`config.mk`:
```
export PLATFORM = sky130hd
export DESIGN_NAME = yj_fifo_rd_stream
export DESIGN_NICKNAME = d
export VERILOG_FILES = /design/src/rtl/yj_fifo_pkg.sv /design/src/rtl/yj_skid_buf2.sv /design/src/rtl/yj_fifo_rd_stream.sv
export SDC_FILE = /design/constraint.sdc
export NUM_CORES = 1
export LEC_CHECK = 0
export ABC_AREA = 0
export CAP_MARGIN = 20
export CORE_MARGIN = 2
export CORE_UTILIZATION = 48
export CTS_BUF_LIST = sky130_fd_sc_hd__clkbuf_8
export CTS_CLUSTER_DIAMETER = 100
export DETAILED_ROUTE_END_ITERATION = 12
export PLACE_DENSITY = 0.89
export SLEW_MARGIN = 20
export SYNTH_ARGS = -nofsm -noshare
export SYNTH_HDL_FRONTEND = slang
export SYNTH_HIERARCHICAL = 1
export SYNTH_SLANG_ARGS = --single-unit
```
`constraint.sdc`:
```
create_clock -name CLK -period 2.6 [get_ports CLK]
set_clock_uncertainty 0.15 [all_clocks]
set_input_delay 0.65 -clock CLK [delete_from_list [all_inputs] [get_ports CLK]]
set_output_delay 0.65 -clock CLK [all_outputs]
set_load 0.02 [all_outputs]
```
`src/rtl/yj_fifo_pkg.sv`:
```
// Shared constants for the FIFO read-stream block: output buffer state
// encodings and an occupancy helper.
package yj_fifo_pkg;

   localparam logic [1:0] EMPTY = 2'b00;
   localparam logic [1:0] ONE   = 2'b01;
   localparam logic [1:0] TWO   = 2'b10;

   // Number of words held by the output buffer in a given state.
   function automatic logic [1:0] occ_of(input logic [1:0] st);
      case (st)
         ONE:     return 2'd1;
         TWO:     return 2'd2;
         default: return 2'd0;
      endcase
   endfunction

endpackage

```
`src/rtl/yj_skid_buf2.sv`:
```
// Two-entry in-order output buffer. Entry 0 is always the head; a new word
// lands behind whatever is still held.
module yj_skid_buf2
   import yj_fifo_pkg::*;
#(
   parameter int DW = 32
) (
   input  logic          CLK,
   input  logic          RST,
   input  logic          wr_en,
   input  logic [DW-1:0] wr_data,
   input  logic          pop,
   output logic [1:0]    state,
   output logic [DW-1:0] head
);

   logic [DW-1:0] ent0;
   logic [DW-1:0] ent1;

   // NOTE: sequential state uses non-blocking assignments so every register
   // samples the pre-edge values; blocking here would make ent0 <= ent1 order-dependent.
   always_ff @(posedge CLK) begin
      if (RST) begin
         state <= EMPTY;
         // NOTE: the two data entries are reset because m_data must read 0 after
         // reset; a deeper storage array would normally be left unreset.
         ent0  <= '0;
         ent1  <= '0;
      end else begin
         case (state)
            EMPTY: begin
               if (wr_en) begin
                  ent0  <= wr_data;
                  state <= ONE;
               end
            end
            ONE: begin
               if (wr_en && pop) begin
                  ent0 <= wr_data;
               end else if (wr_en) begin
                  ent1  <= wr_data;
                  state <= TWO;
               end else if (pop) begin
                  state <= EMPTY;
               end
            end
            TWO: begin
               // The credit logic never launches a word into a full buffer
               // unless that same cycle frees a slot.
               if (pop) begin
                  ent0 <= ent1;
                  if (wr_en) ent1 <= wr_data;
                  else       state <= ONE;
               end
            end
            default: state <= EMPTY;
         endcase
      end
   end

   assign head = ent0;

endmodule

```
`src/rtl/yj_fifo_rd_stream.sv`:
```
// Streams words out of an asynchronous FIFO read port into a valid/ready
// interface, using one-cycle read latency credit accounting.
module yj_fifo_rd_stream
   import yj_fifo_pkg::*;
#(
   parameter int DW = 32,
   parameter int CW = 16
) (
   input  logic          CLK,
   input  logic          RST,
   input  logic          fifo_empty,
   output logic          fifo_rd_en,
   input  logic [DW-1:0] fifo_rd_data,
   output logic          m_valid,
   input  logic          m_ready,
   output logic [DW-1:0] m_data,
   output logic [CW-1:0] pop_cnt
);

   logic [1:0] state;
   logic       inflight;
   logic       pop;
   logic [2:0] committed;

   yj_skid_buf2 #(.DW(DW)) u_buf (
      .CLK     (CLK),
      .RST     (RST),
      .wr_en   (inflight),
      .wr_data (fifo_rd_data),
      .pop     (pop),
      .state   (state),
      .head    (m_data)
   );

   assign m_valid = (state != EMPTY);
   assign pop     = m_valid & m_ready;

   // Words held plus the word on its way, minus the one leaving now; pop
   // implies at least one held word, so this never underflows.
   assign committed  = {1'b0, occ_of(state)} + {2'b00, inflight} - {2'b00, pop};
   assign fifo_rd_en = !RST && !fifo_empty && (committed < 3'd2);

   always_ff @(posedge CLK) begin
      if (RST) begin
         inflight <= 1'b0;
         pop_cnt  <= '0;
      end else begin
         inflight <= fifo_rd_en;
         if (pop && (pop_cnt != {CW{1'b1}})) pop_cnt <= pop_cnt + CW'(1);
      end
   end

endmodule

```
-- Word-level counts from Yosys, hierarchy flattened
Cells that the tools add are included.
- bits in registers: 83
- output and inout port bits: 50
- input bits: 36
- logic and storage cells: 48
- bitwise gates (word level): 1
- muxes and demuxes: 16
- add/subtract/negate cells: 3
- order comparisons: 1
- reduce and logical (&&, ||, !) cells: 13
- equality and inequality tests: 9
- operator list (kind ; count):
    32-bit 2-to-1 mux ; 6
    32-bit case mux with 3 select lines ; 1
    32-bit case mux with 2 select lines ; 1
    16-bit by 1-bit adder with 16-bit output (second input constant) ; 1
    16-bit != test (second input constant) ; 1
    2-bit 2-to-1 mux ; 6
    2-bit != test (second input constant) ; 4
    2-bit case mux with 3 select lines ; 1
    5-bit AND reduction ; 1
    1-bit logical AND ; 4
    2-bit case mux with 2 select lines ; 1
    4-bit AND reduction ; 1
    2-bit nonzero test ; 2
    2-bit by 1-bit adder with 3-bit output ; 1
    3-bit by 2-bit less-than comparator with 1-bit output (second input constant) ; 1
    3-bit != test (second input constant) ; 1
    3-bit AND reduction ; 1
    3-bit nonzero test ; 1
    3-bit by 1-bit subtractor with 3-bit output ; 1
    2-bit by 1-bit equality test with 1-bit output (second input constant) ; 1
    2-bit equality test (second input constant) ; 1
    1-bit logical NOT ; 2
    2-bit logical NOT ; 1
    2-bit by 1-bit != test with 1-bit output (second input constant) ; 1
    1-bit bitwise AND ; 1

-- Logic depth before layout (Yosys ltp)
- depth in word-level cells: 6
- gate-level depth with buffers: 8
- mapped depth without buffers: 7

-- Cells and area by module
The synthesis kept the hierarchy.
- modules (own cells, without submodules) (module ; instances ; area each (um^2) ; cells an instance ; seq. area each (um^2)):
    yj_skid_buf2 ; 1 ; 3238.1 ; 309 ; 1321.3
    yj_fifo_rd_stream ; 1 ; 968.4 ; 105 ; 340.3

-- Worst setup path after synthesis
Ideal clock, no wire load.
- kind: input port to output port
- start point: input m_ready
- end point: output fifo_rd_en
- required time: 1.800 ns
- setup slack: -0.762 ns
- arrival time: 2.562 ns
- path buffers: 0
- cell stages on the path: 7
- cell sequence: o21ai_4 inv_2 ha_1 nand2b_1 fa_1 xor2_1 nor4b_1
- longest elaborated chain between the ends: 4
- ends and longest elaborated chain (item ; RTL line ; source):
    start, declared ; yj_fifo_rd_stream.sv:15 ; input logic m_ready,
    1-bit bitwise AND ; yj_fifo_rd_stream.sv:36 ; assign pop = m_valid & m_ready;
    net pop ; yj_fifo_rd_stream.sv:22 ; logic pop;
    3-bit by 1-bit subtractor with 3-bit output ; yj_fifo_rd_stream.sv:40 ; assign committed = {1'b0, occ_of(state)} + {2'b00, inflight} - {2'b00, pop};
    3-bit by 2-bit less-than comparator with 1-bit output ; yj_fifo_rd_stream.sv:41 ; assign fifo_rd_en = !RST && !fifo_empty && (committed < 3'd2);
    1-bit logical AND ; yj_fifo_rd_stream.sv:41 ;
    end, declared ; yj_fifo_rd_stream.sv:12 ; output logic fifo_rd_en,
The timed path passes the listed nets, and every way through them passes these cells.

-- Worst setup path after layout
- start point: register u_buf.state[1]
- end point: output fifo_rd_en
- elaborated cells between the ends (all ways): 9
- those cells by class: add/sub: 2; order compare: 1; eq/ne: 2; mux: 1; bitwise: 1; reduce/logical: 2
- RTL lines (item ; RTL line ; source):
    start, declared ; yj_skid_buf2.sv:13 ; output logic [1:0] state,
    start signal, assigned ; yj_skid_buf2.sv:24 ; state <= EMPTY;
    start signal, assigned ; yj_skid_buf2.sv:34 ; state <= ONE;
    start signal, assigned ; yj_skid_buf2.sv:42 ; state <= TWO;
    2-bit nonzero test ; yj_fifo_rd_stream.sv:35 ; assign m_valid = (state != EMPTY);
    1-bit bitwise AND ; yj_fifo_rd_stream.sv:36 ;
    net pop ; yj_fifo_rd_stream.sv:22 ;
    3-bit by 1-bit subtractor with 3-bit output ; yj_fifo_rd_stream.sv:40 ;
    3-bit by 2-bit less-than comparator with 1-bit output ; yj_fifo_rd_stream.sv:41 ;
    1-bit logical AND ; yj_fifo_rd_stream.sv:41 ;
The timed path passes the listed nets, and every way through them passes these cells.

==> metrics.txt <==
setup slack after layout=-0.447 ns; Synth Area per Inst=10.2 um2; IO Count=86; largest net degree at the start of global routing=118; dpl ws=-1.34 ns; Hold WC Path Type=reg2reg; Slew Viols, Final=0; ANT cells=0; outcome=finished, violations left; worst-margin pin slew=1.06 ns; core area=8590 um2; Die ar.=9530 um2; Worst Path Max Fanout=5; first-pass GRT wire length=17,300 um; I/O Buffers=85; internal power=2390 uW; most common cell in the synthesized netlist=dfxtp_1; Async SR Flop Fraction=0%; clk buf depth=2; P per Cell Area=607 nW/um2; DRT iter0 DRCs=74; Fin. Hold Viols=0; post-synth top area share=39.5%; sw power=925 uW; Die Height=97.6 um; synth warn=6; Top FF cell, synth=dfxtp_1; Syn-to-layout area delta=29.7%; Maximum Capacitance Violations=0; critical path class=reg2out; GRT Total Usage=21.8%; Mapped Cells=414; Net Sw Frac=27.9%; Worst-path clk slew=0.08 ns; top cells by area, synth=dfxtp_1, mux2i_1, nand2b_1; failing checks=setup timing; Leakage=0.00207 uW; final instance area=5450 um2; Synth cell types=53; cell taking the most area after synthesis=dfxtp_1; vias=3,433; total clock buffers created by CTS=9; synthesized area=4210 um2; final core utilization=63.5%; antenna violations before repair=0; Commonest cells post-synth=dfxtp_1, nand2b_1, mux2i_1; Detailed Routing Iterations Pass 1=4; Clock Sink Count=83; remaining antenna violation count after routing=0; grt total ovfl=0; DRC viols=0; Die Wd=97.6 um; Highest Clock Rate=328 MHz; Final Cycle Share=117%; H-tree levels=3; Data arrival, critical path=2.25 ns; Clock Latency Late Sink=0.36 ns; wire per inst=16.5 um; CTS tree=yes; Fin Setup TNS=-0.447 ns; type of origin of the critical path=register; syn nets=453; critical path endpoint category=output pin; Final nets=532; CP Data Required Time=1.80 ns; Post-synth EDFFs=0; RSZ-0062 raised after global routing=true; area post-placement=5200 um2; number of global-route vias before repair=3,501; CTS Root Cell=clkbuf_8; Final Wtd Congestion=0.773; # rows=34; starting density of the core=49.0%; register area share after synthesis=39.5%; Post-DP HPWL=6620 um; Rel. slew slack=29.2%; post-layout min period=3.05 ns; final setup vio count=1; Max rail drop VDD=0.000265 V; Final Non-Filler Cells=606; flops & latches, synth=83; Comb power frac=23.4%; Clk pwr share=33.9%; Filler Cells Inserted=701; share of power burned in registers=42.7%; placed cells=589; fraction of layout cells with a size suffix above 1=16.1%; DR vias/cell=5.67; final WL=10,000 um
-- per-layer routing --
metal | vias up | GRT usage (%) | routed length (um)
met5 | - | 0 | 0
met4 | 0 | 7.69 | 161
met3 | 15 | 4.17 | 348
li1 | 1676 | - | -
met2 | 86 | 36.4 | 4860
met1 | 1656 | 28.3 | 4650
-- cells by family (layout without fill, tap and decap cells) --
family                     after synthesis  in the layout  synth area share (%)
buffers and inverters                   40            124                  5.65
and+or+nand+nor                        124            124                  19.4
AOI/OAI and AO/OA                       97             97                  18.4
xor gates and xnor gates                 1              1                 0.208
DFF                                     83             83                  39.5
muxes                                   66             66                  15.8
adders and majority gates                3              3                  1.07
-- final cells by class --
cell class	instances	area [um2]	share of cell area, %
Clock buffer	9	124	2.27
Clock inverter	7	116	2.13
Inverter	2	10.0	0.184
Multi-Input combinational cell	291	2370	43.4
Sequential cell	83	1670	30.6
Tap cell	108	135	2.48
Timing Repair Buffer	106	1040	19.0
-- per-stage QoR --
stage | hold slack [ns] | power, uW
after floorplan | 0.298 | 1910
after global placement | 0.307 | 2190
after detailed placement | 0.315 | 2220
after CTS | 0.330 | 3330
after global routing | 0.342 | 3460
final | 0.327 | 3310
-- critical path: stages, from the launching register on --
cell      delay, ns
dfxtp_2        0.36
o21ai_4        0.18
inv_4          0.05
ha_4           0.21
nand2b_4       0.14
fa_2           0.35
xor2_2         0.17
nor4b_4        0.25
buf_4          0.18
-- final timing paths --
path / from / to / slack (ns) / depth (start not counted)
worst min-delay path: u_buf/ent1[28] / u_buf/ent1[28] / 0.33 / 2
worst min register to register: u_buf/ent1[28] / u_buf/ent1[28] / 0.33 / 2
worst max-delay path: u_buf/state[1] / fifo_rd_en / -0.45 / 8
worst max register to register: pop_cnt[0] / pop_cnt[2] / 0.50 / 6
-- flip-flops by register name, indices dropped and copies added, names as in the netlist --
register     count
u_buf/head      32
pop_cnt         16
u_buf/ent1      32
u_buf/state      2
inflight         1
-- power by group through the flow --
stage                     sequential (uW)  combinational, uW  clock (uW)
after floorplan                      1520                388           0
after global placement               1440                747           0
after detailed placement             1440                772           0
after CTS                            1420                777        1140
after global routing                 1430                831        1200
final                                1420                775        1120
-- layout by cell type (no fill, tap or decap), types with 4 or more instances in the layout --
master,netlist,final
clkdlybuf4s50_1,0,82
dfxtp_1,83,81
mux2i_1,64,64
nand2b_1,67,64
a211oi_1,52,52
buf_4,1,20
a21oi_1,13,13
a211oi_2,13,13
clkbuf_8,0,9
o31ai_1,7,7
nor2_1,6,6
or4_1,6,6
nand4_1,5,5
nor2b_1,5,4
o21ai_0,4,4
or3_1,4,4
nand2_1,4,4
-- timing repair --
item,in CTS,in global routing
endpoints found under the hold margin,0,0
gates cloned,0,0
pin swaps,4,0
hold buffers,0,0
gates resized for setup,13,0
buffers inserted,1,0
setup endpoints to repair,1,1
(Power assumes the default switching activity.)
